**config.mk**
```make
export PLATFORM = sky130hd
export DESIGN_NAME = dm_cache_fsm
export DESIGN_NICKNAME = d
export VERILOG_FILES = /design/src/rtl/dm_cache_fsm.sv
export SDC_FILE = /design/constraint.sdc
export NUM_CORES = 1
export LEC_CHECK = 0
export CORE_AREA = 2 2 257 259
export CTS_BUF_LIST = sky130_fd_sc_hd__clkbuf_8 sky130_fd_sc_hd__clkbuf_16
export DETAILED_ROUTE_END_ITERATION = 6
export DIE_AREA = 0 0 259 261
export PLACE_DENSITY = 0.43
export SLEW_MARGIN = 20
export SYNTH_ARGS = -nofsm -noshare
export SYNTH_HDL_FRONTEND = slang
export SYNTH_SLANG_ARGS = --single-unit
export TNS_END_PERCENT = 20
```
**constraint.sdc**
```tcl
create_clock -name clk -period 2 [get_ports clk]
set_input_delay 0.2 -clock clk [delete_from_list [all_inputs] [get_ports clk]]
set_output_delay 0.2 -clock clk [all_outputs]
set_load 0.05 [all_outputs]
```
**src/rtl/dm_cache_fsm.sv**
```systemverilog
// Direct-mapped write-back/write-allocate cache controller: computes the replacement
// line and memory strobes from the indexed line and the current CPU request.
package cache_pkg;
  typedef enum logic [1:0] {
    CS_INVALID,
    CS_SHARED,
    CS_EXCLUSIVE,
    CS_MODIFIED
  } coh_state_e;

  typedef struct packed {
    logic        valid;
    logic        dirty;
    logic [23:0] tag;
    logic [127:0] block;
    coh_state_e  state;
  } cacheLine;
endpackage

module dm_cache_fsm (
  input  logic               clk,
  input  logic               reset,
  input  logic               read,
  input  logic               write,
  input  logic               valid,
  input  logic [1:0]         offset,
  input  logic [23:0]        addrTag,
  input  logic [31:0]        write_word,
  input  cache_pkg::cacheLine oldCL,
  input  logic [127:0]       data_in,
  output logic [127:0]       data_out,
  output logic [31:0]        read_word,
  output cache_pkg::cacheLine newCL,
  output logic               ready,
  output logic               write_to_mem,
  output logic               read_from_mem
);

  typedef enum logic [1:0] {
    IDLE,
    COMPARE,
    WRITEBACK,
    ALLOCATE
  } state_e;

  state_e state_q, state_d;

  logic         hit;
  logic [31:0]  sel_word;
  logic [127:0] merged_block;

  always_ff @(posedge clk or negedge reset) begin
    if (!reset) begin
      state_q <= IDLE;
    end else begin
      state_q <= state_d;
    end
  end

  // Offset 0 addresses the most significant word of the block.
  always_comb begin
    hit          = oldCL.valid && (oldCL.tag == addrTag);
    sel_word     = '0;
    merged_block = oldCL.block;
    case (offset)
      2'd0: begin
        sel_word              = oldCL.block[127:96];
        merged_block[127:96]  = write_word;
      end
      2'd1: begin
        sel_word              = oldCL.block[95:64];
        merged_block[95:64]   = write_word;
      end
      2'd2: begin
        sel_word              = oldCL.block[63:32];
        merged_block[63:32]   = write_word;
      end
      default: begin
        sel_word              = oldCL.block[31:0];
        merged_block[31:0]    = write_word;
      end
    endcase
  end

  always_comb begin
    state_d       = state_q;
    newCL         = oldCL;
    ready         = 1'b0;
    write_to_mem  = 1'b0;
    read_from_mem = 1'b0;
    data_out      = '0;
    read_word     = '0;

    case (state_q)
      IDLE: begin
        ready = !valid;
        if (valid) begin
          state_d = COMPARE;
        end
      end

      COMPARE: begin
        if (hit) begin
          state_d = IDLE;
          // Read takes priority so a simultaneous read/write leaves the line untouched.
          if (read) begin
            read_word = sel_word;
          end else if (write) begin
            newCL.block = merged_block;
            newCL.dirty = 1'b1;
            newCL.valid = 1'b1;
          end
        end else begin
          newCL.tag = addrTag;
          state_d   = oldCL.dirty ? WRITEBACK : ALLOCATE;
        end
      end

      WRITEBACK: begin
        write_to_mem = 1'b1;
        data_out     = oldCL.block;
        state_d      = ALLOCATE;
      end

      ALLOCATE: begin
        read_from_mem = 1'b1;
        newCL.block   = data_in;
        newCL.valid   = 1'b1;
        newCL.dirty   = 1'b0;
        state_d       = COMPARE;
      end

      default: begin
        state_d = IDLE;
      end
    endcase
  end

endmodule

```
==> results of run 1 <==
area by class of cell:
| type | count | area (sq um) |
|---|---|---|
| multi-input cells | 702 | 5960 |
| repair buffers | 867 | 11600 |
| fillers | 6751 | 46300 |
| flip-flops and latches | 2 | 52.6 |
| inverters | 5 | 18.8 |
| clock buffers | 3 | 75.1 |
| diodes | 2 | 5.00 |
| well taps | 864 | 1080 |
critical path, delay by kind of cell:
kind                   cells  cell delay, ns
AND/OR/NAND/NOR            2            0.73
buffers and inverters      5            0.71
multiplexers               1            0.31
XOR/XNOR                   1            0.24
AO/OA/AOI/OAI              1            0.16
cell usage in the layout, fill, tap and decap left out, types with 3 or more instances in the layout:
master           synthesis  final
nand4_1                  4      4
a22oi_1                128    128
buf_4                    5    156
clkbuf_16                0     15
buf_2                    4      7
buf_6                    8     49
o211ai_1               128    128
clkdlybuf4s15_1          0      4
clkbuf_2                 0     19
ha_4                     0      3
buf_8                    0     12
nand3_1                131    128
nor2b_2                  0      3
xnor2_4                  0      9
and2_1                 128    128
buf_12                   0    311
mux2_2                  13      6
mux4_2                  32     32
nor4_4                   1      4
a21oi_1                  3      3
inv_1                    5      3
nand2_1                 38     35
xnor2_2                  0      6
clkdlybuf4s50_1          0    291
dlymetal6s2s_1           0      4
nand4_4                  0      4
xnor2_1                 19      4
nor2b_4                  0     29
xor2_2                   0      3
mux2_4                   0     16
where the power goes:
group / internal, uW / total, uW / switching (uW)
registers: 65.6 / 100 / 34.8
clock network: 254 / 301 / 46.3
logic: 12900 / 28600 / 15700
total: 13300 / 29000 / 15800
cell families after synthesis:
kind of cell	share of synthesized area, %
mux	17.4
buf+inv	8.36
simple gates	35.0
flops	0.869
compound gates	34.1
fa+ha+maj	0.869
xor+xnor	3.50
final timing paths:
path	startpoint	depth (start not counted)	end	slack [ns]
worst max-delay path	addrTag[3]	10	newCL[151]	-0.56
worst min-delay path	reset	1	state_q[0]	0.15
worst max register to register	state_q[1]	10	state_q[0]	-0.04
worst min register to register	state_q[0]	2	state_q[0]	0.59
max in group asynchronous	reset	1	state_q[1]	1.71
min in group clk	oldCL[0]	0	newCL[0]	0.40
metal layers:
| metal | up-vias | part of all wire, % | wire, um |
|---|---|---|---|
| met5 | - | 0 | 0 |
| met3 | 86 | 7.1 | 4040 |
| met1 | 5112 | 37 | 21400 |
| met2 | 579 | 51 | 29300 |
| met4 | 0 | 4.0 | 2310 |
| li1 | 4712 | - | - |
timing repair:
item | CTS | global route
buffers inserted | 23 | 11
gates resized for setup | 206 | 159
pin swaps | 37 | 44
cloned | 2 | 6
hold endpoints to repair | 0 | 0
endpoints found under the setup margin | 187 | 207
stage by stage:
step                      worst slack (ns)  hold WS (ns)
after floorplan                     -0.359       -0.0956
after global placement               -1.07         0.373
after detailed placement             -1.08         0.380
after CTS                           -0.607         0.148
after global routing                -0.610         0.151
final                               -0.563         0.148
==> results_dict.tcl, run 1 <==
set metrics [dict create \
    timing.setup.tns_ns -65.97 \
    antenna_found_initial 3 \
    cts_buffers 3 \
    synth_nets 1161 \
    drtIter0Drc 455 \
    routed_wl_mm 57.0 \
    setup_viol 182 \
    ant_nets 0 \
    overflow 0 \
    syn_area_sq_um 5760 \
    largest_register "state_q" \
    ios 666 \
    holdBufCountCts 0 \
    vias 10500 \
    yosysTopAreaCell "a22oi_1" \
    largest_register_ff_count 2 \
    skew_ns 0.00232 \
    drc_errors 0 \
    layout-area-overhead-vs-synth_pct 226 \
    die_area_sq_um 67600 \
    cts_tree "yes" \
    yosysSeqAreaShare_pct 0.869 \
    finalPower_uw 29000 \
    grt_pass1_vias 10700 \
    htree_num_levels 1 \
    place_congestion 0.886 \
    relSlewSlack_pct 63.4 \
    total_leakage_power_uw 0.00746 \
    crit_fanout 5 \
    core.rowCount 94 \
    min_path_type "input port to async pin" \
    synth_edf_count 0 \
    grt_first_pass_wirelength_mm 76.1 \
    avgSynthCellArea_sq_um 7.11 \
    largestRegisters "state_q: 2 flops" \
    cts-root-buf "clkbuf_16" \
    fp.dieW_um 259 \
    outcome "complete, but fails checks" \
    synthTopCellsByCount "nand3_1 (131), a22oi_1 (128), and2_1 (128), o211ai_1 (128), clkbuf_1 (78)" \
    nets 1932 \
    max_slew.worst_pin.slew_ns 0.546 \
    max_freq_ghz 0.390 \
    core_area_sq_um 65000 \
    synth.top_cells.by_area "a22oi_1 (17%), o211ai_1 (17%), and2_1 (14%)" \
    clockBufferDepth 2 \
    use_met2_pct 28.6 \
    ys.flop_type "dfrtp_1" \
    path_clk_slew_ns 0.03 \
    clk_latency_ns 0.22 \
    powerDensity_nw_per_um2 1550 \
    fin_area_sq_um 18800 \
    initial_core_util_pct 8.86 \
    violations "setup timing" \
    wl_per_cell_um 23.3 \
    min_period_ns 2.56 \
    synth_top_area_share_pct 16.7 \
    die_y_um 261 \
    rsz0062_at_grt "yes" \
    cp_slowest_cell "or4_4" \
    met1_usage_pct 16.6 \
    worstPathArrival_ns 2.36 \
    synth_warnings 0 \
    end_kind "output pin" \
    ir_drop_v 0.000910 \
    numClockSinks 2 \
    path_cells "buf_8, xnor2_4, nand4_1, or4_4, buf_6, o21ai_4, buf_6, buf_12, mux2_4, buf_8" \
    ys_seq_elements 2 \
    drv_slew 0 \
    grt_max_degree 74 \
    busiest_layer "met2" \
    port_buffers 661 \
    ys_types 38 \
    syn_inst 810 \
    track_usage_pct 15.1 \
    startpoint_type "input port" \
    fin_crit_sh_pct 128 \
    async_reset_ff_share_pct 100 \
    stdcell_count 2445 \
    dp.final_hpwl_mm 45.9 \
    setup_ws_ns -0.563 \
    use_met3_pct 3.15 \
    dp_cells 2409 \
    placed_area_sq_um 17700 \
    crit_type "input port to output pin" \
    drive_above_1_share_pct 44.6 \
    synth_most_common_cell "nand3_1" \
    required_ns 1.80 \
    post-route-util_pct 28.9 \
    drt-pass1-iter-count 5 \
    slowest_delay_ns 0.57 \
    hold_viol 0 \
    viasPerCell 4.29 \
    cap_violations 0 \
]
Note: power is estimated with default switching activity, not from simulation.
==> run 2, diff against run 1 <==
--- a/config.mk
+++ b/config.mk
@@ -5,11 +5,12 @@
 export SDC_FILE = /design/constraint.sdc
 export NUM_CORES = 1
 export LEC_CHECK = 0
+export ABC_AREA = 1
 export CORE_AREA = 2 2 257 259
 export CTS_BUF_LIST = sky130_fd_sc_hd__clkbuf_8 sky130_fd_sc_hd__clkbuf_16
 export DETAILED_ROUTE_END_ITERATION = 6
 export DIE_AREA = 0 0 259 261
-export PLACE_DENSITY = 0.43
+export PLACE_DENSITY = 0.46
 export SLEW_MARGIN = 20
 export SYNTH_ARGS = -nofsm -noshare
 export SYNTH_HDL_FRONTEND = slang
==> run 2 against run 1 <==
The flow still finishes with violations (setup timing); clock power about the same; sequential share of layout area about the same; worst hold slack better by 0.013 ns; critical path depth down 1; total power up 2.5%; non-clock buffer count up 40; synthesized area up 30%; via count up 38%; register-to-register slack better by 0.56 ns; count of clock-buffer cells in the layout unchanged.
==> results_dict.tcl, run 2 <==
set metrics [dict create \
    relSlewSlack_pct 65.9 \
    yosysTopAreaCell "nand2_1" \
    dp.final_hpwl_mm 55.3 \
    violations "setup timing" \
    htree_num_levels 1 \
    cts_tree "yes" \
    ir_drop_v 0.000890 \
    routed_wl_mm 73.2 \
    ys.flop_type "dfrtp_1" \
    max_freq_ghz 0.467 \
    die_y_um 261 \
    finalPower_uw 29800 \
    worstPathArrival_ns 1.94 \
    required_ns 1.80 \
    largest_register "state_q" \
    cts_buffers 3 \
    synthTopCellsByCount "nand2_1 (515), inv_1 (346), nand3_1 (265), a22oi_1 (129), clkbuf_1 (87)" \
    antenna_found_initial 3 \
    holdBufCountCts 0 \
    numClockSinks 2 \
    drv_slew 0 \
    core_area_sq_um 65000 \
    track_usage_pct 19.9 \
    ant_nets 0 \
    skew_ns 0.000985 \
    vias 14500 \
    powerDensity_nw_per_um2 1350 \
    wl_per_cell_um 22.5 \
    final_common_cell "nand2_1" \
    avgSynthCellArea_sq_um 4.65 \
    total_leakage_power_uw 0.0110 \
    slowest_delay_ns 0.39 \
    core.rowCount 94 \
    path_cells "buf_6, ha_4, nor2_4, buf_12, buf_16, buf_4, a22oi_1, nand2_2, buf_12" \
    yosysSeqAreaShare_pct 0.668 \
    die_area_sq_um 67600 \
    stdcell_count 3260 \
    max_slew.worst_pin.slew_ns 0.512 \
    synth_edf_count 0 \
    synth_most_common_cell "nand2_1" \
    syn_inst 1613 \
    grt_first_pass_wirelength_mm 100 \
    initial_core_util_pct 11.5 \
    fp.dieW_um 259 \
    drive_above_1_share_pct 40.7 \
    dp_cells 3193 \
    cp_slowest_cell "dfrtp_1" \
    timing.critical_path.mode_cell "buf_12" \
    layout-area-overhead-vs-synth_pct 194 \
    fin_area_sq_um 22000 \
    setup_viol 164 \
    min_path_type "input port to async pin" \
    path_clk_slew_ns 0.03 \
    ys_seq_elements 2 \
    hold_viol 0 \
    grt_pass1_vias 14500 \
    placed_area_sq_um 19900 \
    drc_errors 0 \
    nets 2747 \
    end_kind "output pin" \
    syn_area_sq_um 7500 \
    final_cell_mix "nand2_1 (352), buf_12 (349), inv_1 (312)" \
    synth.top_cells.by_area "nand2_1 (26%), nand3_1 (18%), inv_1 (17%)" \
    clk_latency_ns 0.22 \
    largestRegisters "state_q: 2 flops" \
    crit_type "flip-flop to output pin" \
    cts-root-buf "clkbuf_16" \
    drtIter0Drc 961 \
    cap_violations 0 \
    synth_top_area_share_pct 25.8 \
    synth_nets 1964 \
    rsz0062_at_grt "yes" \
    min_period_ns 2.14 \
    clockBufferDepth 2 \
    place_congestion 0.880 \
    startpoint_type "flip-flop" \
    largest_register_ff_count 2 \
    overflow 0 \
    nFillCells 6852 \
    async_reset_ff_share_pct 100 \
    drt-pass1-iter-count 7 \
    outcome "complete, but fails checks" \
    synth_warnings 0 \
    ios 666 \
    port_buffers 661 \
    grt_max_degree 74 \
    ys_types 25 \
    rrSetupSlack_ns 0.52 \
    viasPerCell 4.45 \
    crit_fanout 11 \
    fin_crit_sh_pct 107 \
    setup_ws_ns -0.143 \
]
==> run 2: changes by cell type after synthesis, sizes merged, moves of 74 or more <==
cell	previous run	this run
nand2	38	515
and2	128	0
o21ai	2	76
o211ai	128	8
inv	5	350
nand3	131	265
==> run 2: cells by family after synthesis <==
kind of cell    count (synthesis)  synth area share, %
buf+inv                       479                 25.6
fa+ha+maj                       4                0.668
compound gates                247                 22.7
flops                           2                0.668
simple gates                  881                 50.4
==> run 2: metrics by stage <==
stage	util, %	hold WS [ns]	setup WS, ns	TNS (ns)
after global routing	33.8	0.156	-0.256	-29.46
after floorplan	-	-0.0956	-0.237	-48.00
after CTS	32.9	0.156	-0.157	-16.13
final	33.9	0.161	-0.143	-12.65
after detailed placement	30.5	0.387	-0.794	-101.54
after global placement	30.5	0.375	-0.810	-105.19
==> run 2: repair_timing <==
item	CTS	global route
cloned	12	7
resized for setup	490	157
pin swaps	123	60
setup endpoints to repair	167	183
setup buffers	40	10
==> run 2: routing by layer <==
layer | global-route usage, % | up-vias | part of all wire [%]
li1 | - | 6773 | -
met1 | 24.0 | 6884 | 39
met2 | 36.0 | 733 | 50
met3 | 3.69 | 99 | 7.4
met4 | 5.35 | 2 | 3.0
met5 | 0 | - | 0.022
==> run 2: path summary, 6_finish.rpt <==
check,from,endpoint,cells past startpoint
worst max register to register,state_q[0],state_q[0],6
worst min-delay path,reset,state_q[1],1
worst min register to register,state_q[0],state_q[0],2
min in group clk,oldCL[1],newCL[1],0
max in group asynchronous,reset,state_q[0],1
worst max-delay path,state_q[1],newCL[79],9
==> run 2: area by class of cell <==
type / count / area (sq um) / share of cell area [%]
Multi-Input combinational cell: 1132 / 7060 / 32.1
Sequential cell: 2 / 51.3 / 0.233
Timing Repair Buffer: 907 / 12400 / 56.4
Inverter: 350 / 1320 / 5.99
Antenna cell: 2 / 5.00 / 0.0227
Tap cell: 864 / 1080 / 4.91
Clock buffer: 3 / 75.1 / 0.341
==> run 2: critical path: cells and delay by family (launching register included) <==
| kind | cells | cell delay [ns] |
|---|---|---|
| compound gates | 1 | 0.07 |
| buf+inv | 5 | 0.76 |
| fa+ha+maj | 1 | 0.18 |
| simple gates | 2 | 0.28 |
| flops | 1 | 0.39 |
==> run 2: power by group <==
group / leakage [uW] / total [uW] / switching, uW / internal [uW]
Combinational: 0.0110 / 29400 / 16600 / 12800
Clock: 0.0000370 / 298 / 44.2 / 254
Sequential: 0.0000229 / 92.0 / 28.9 / 63.1
Total: 0.0110 / 29800 / 16600 / 13100
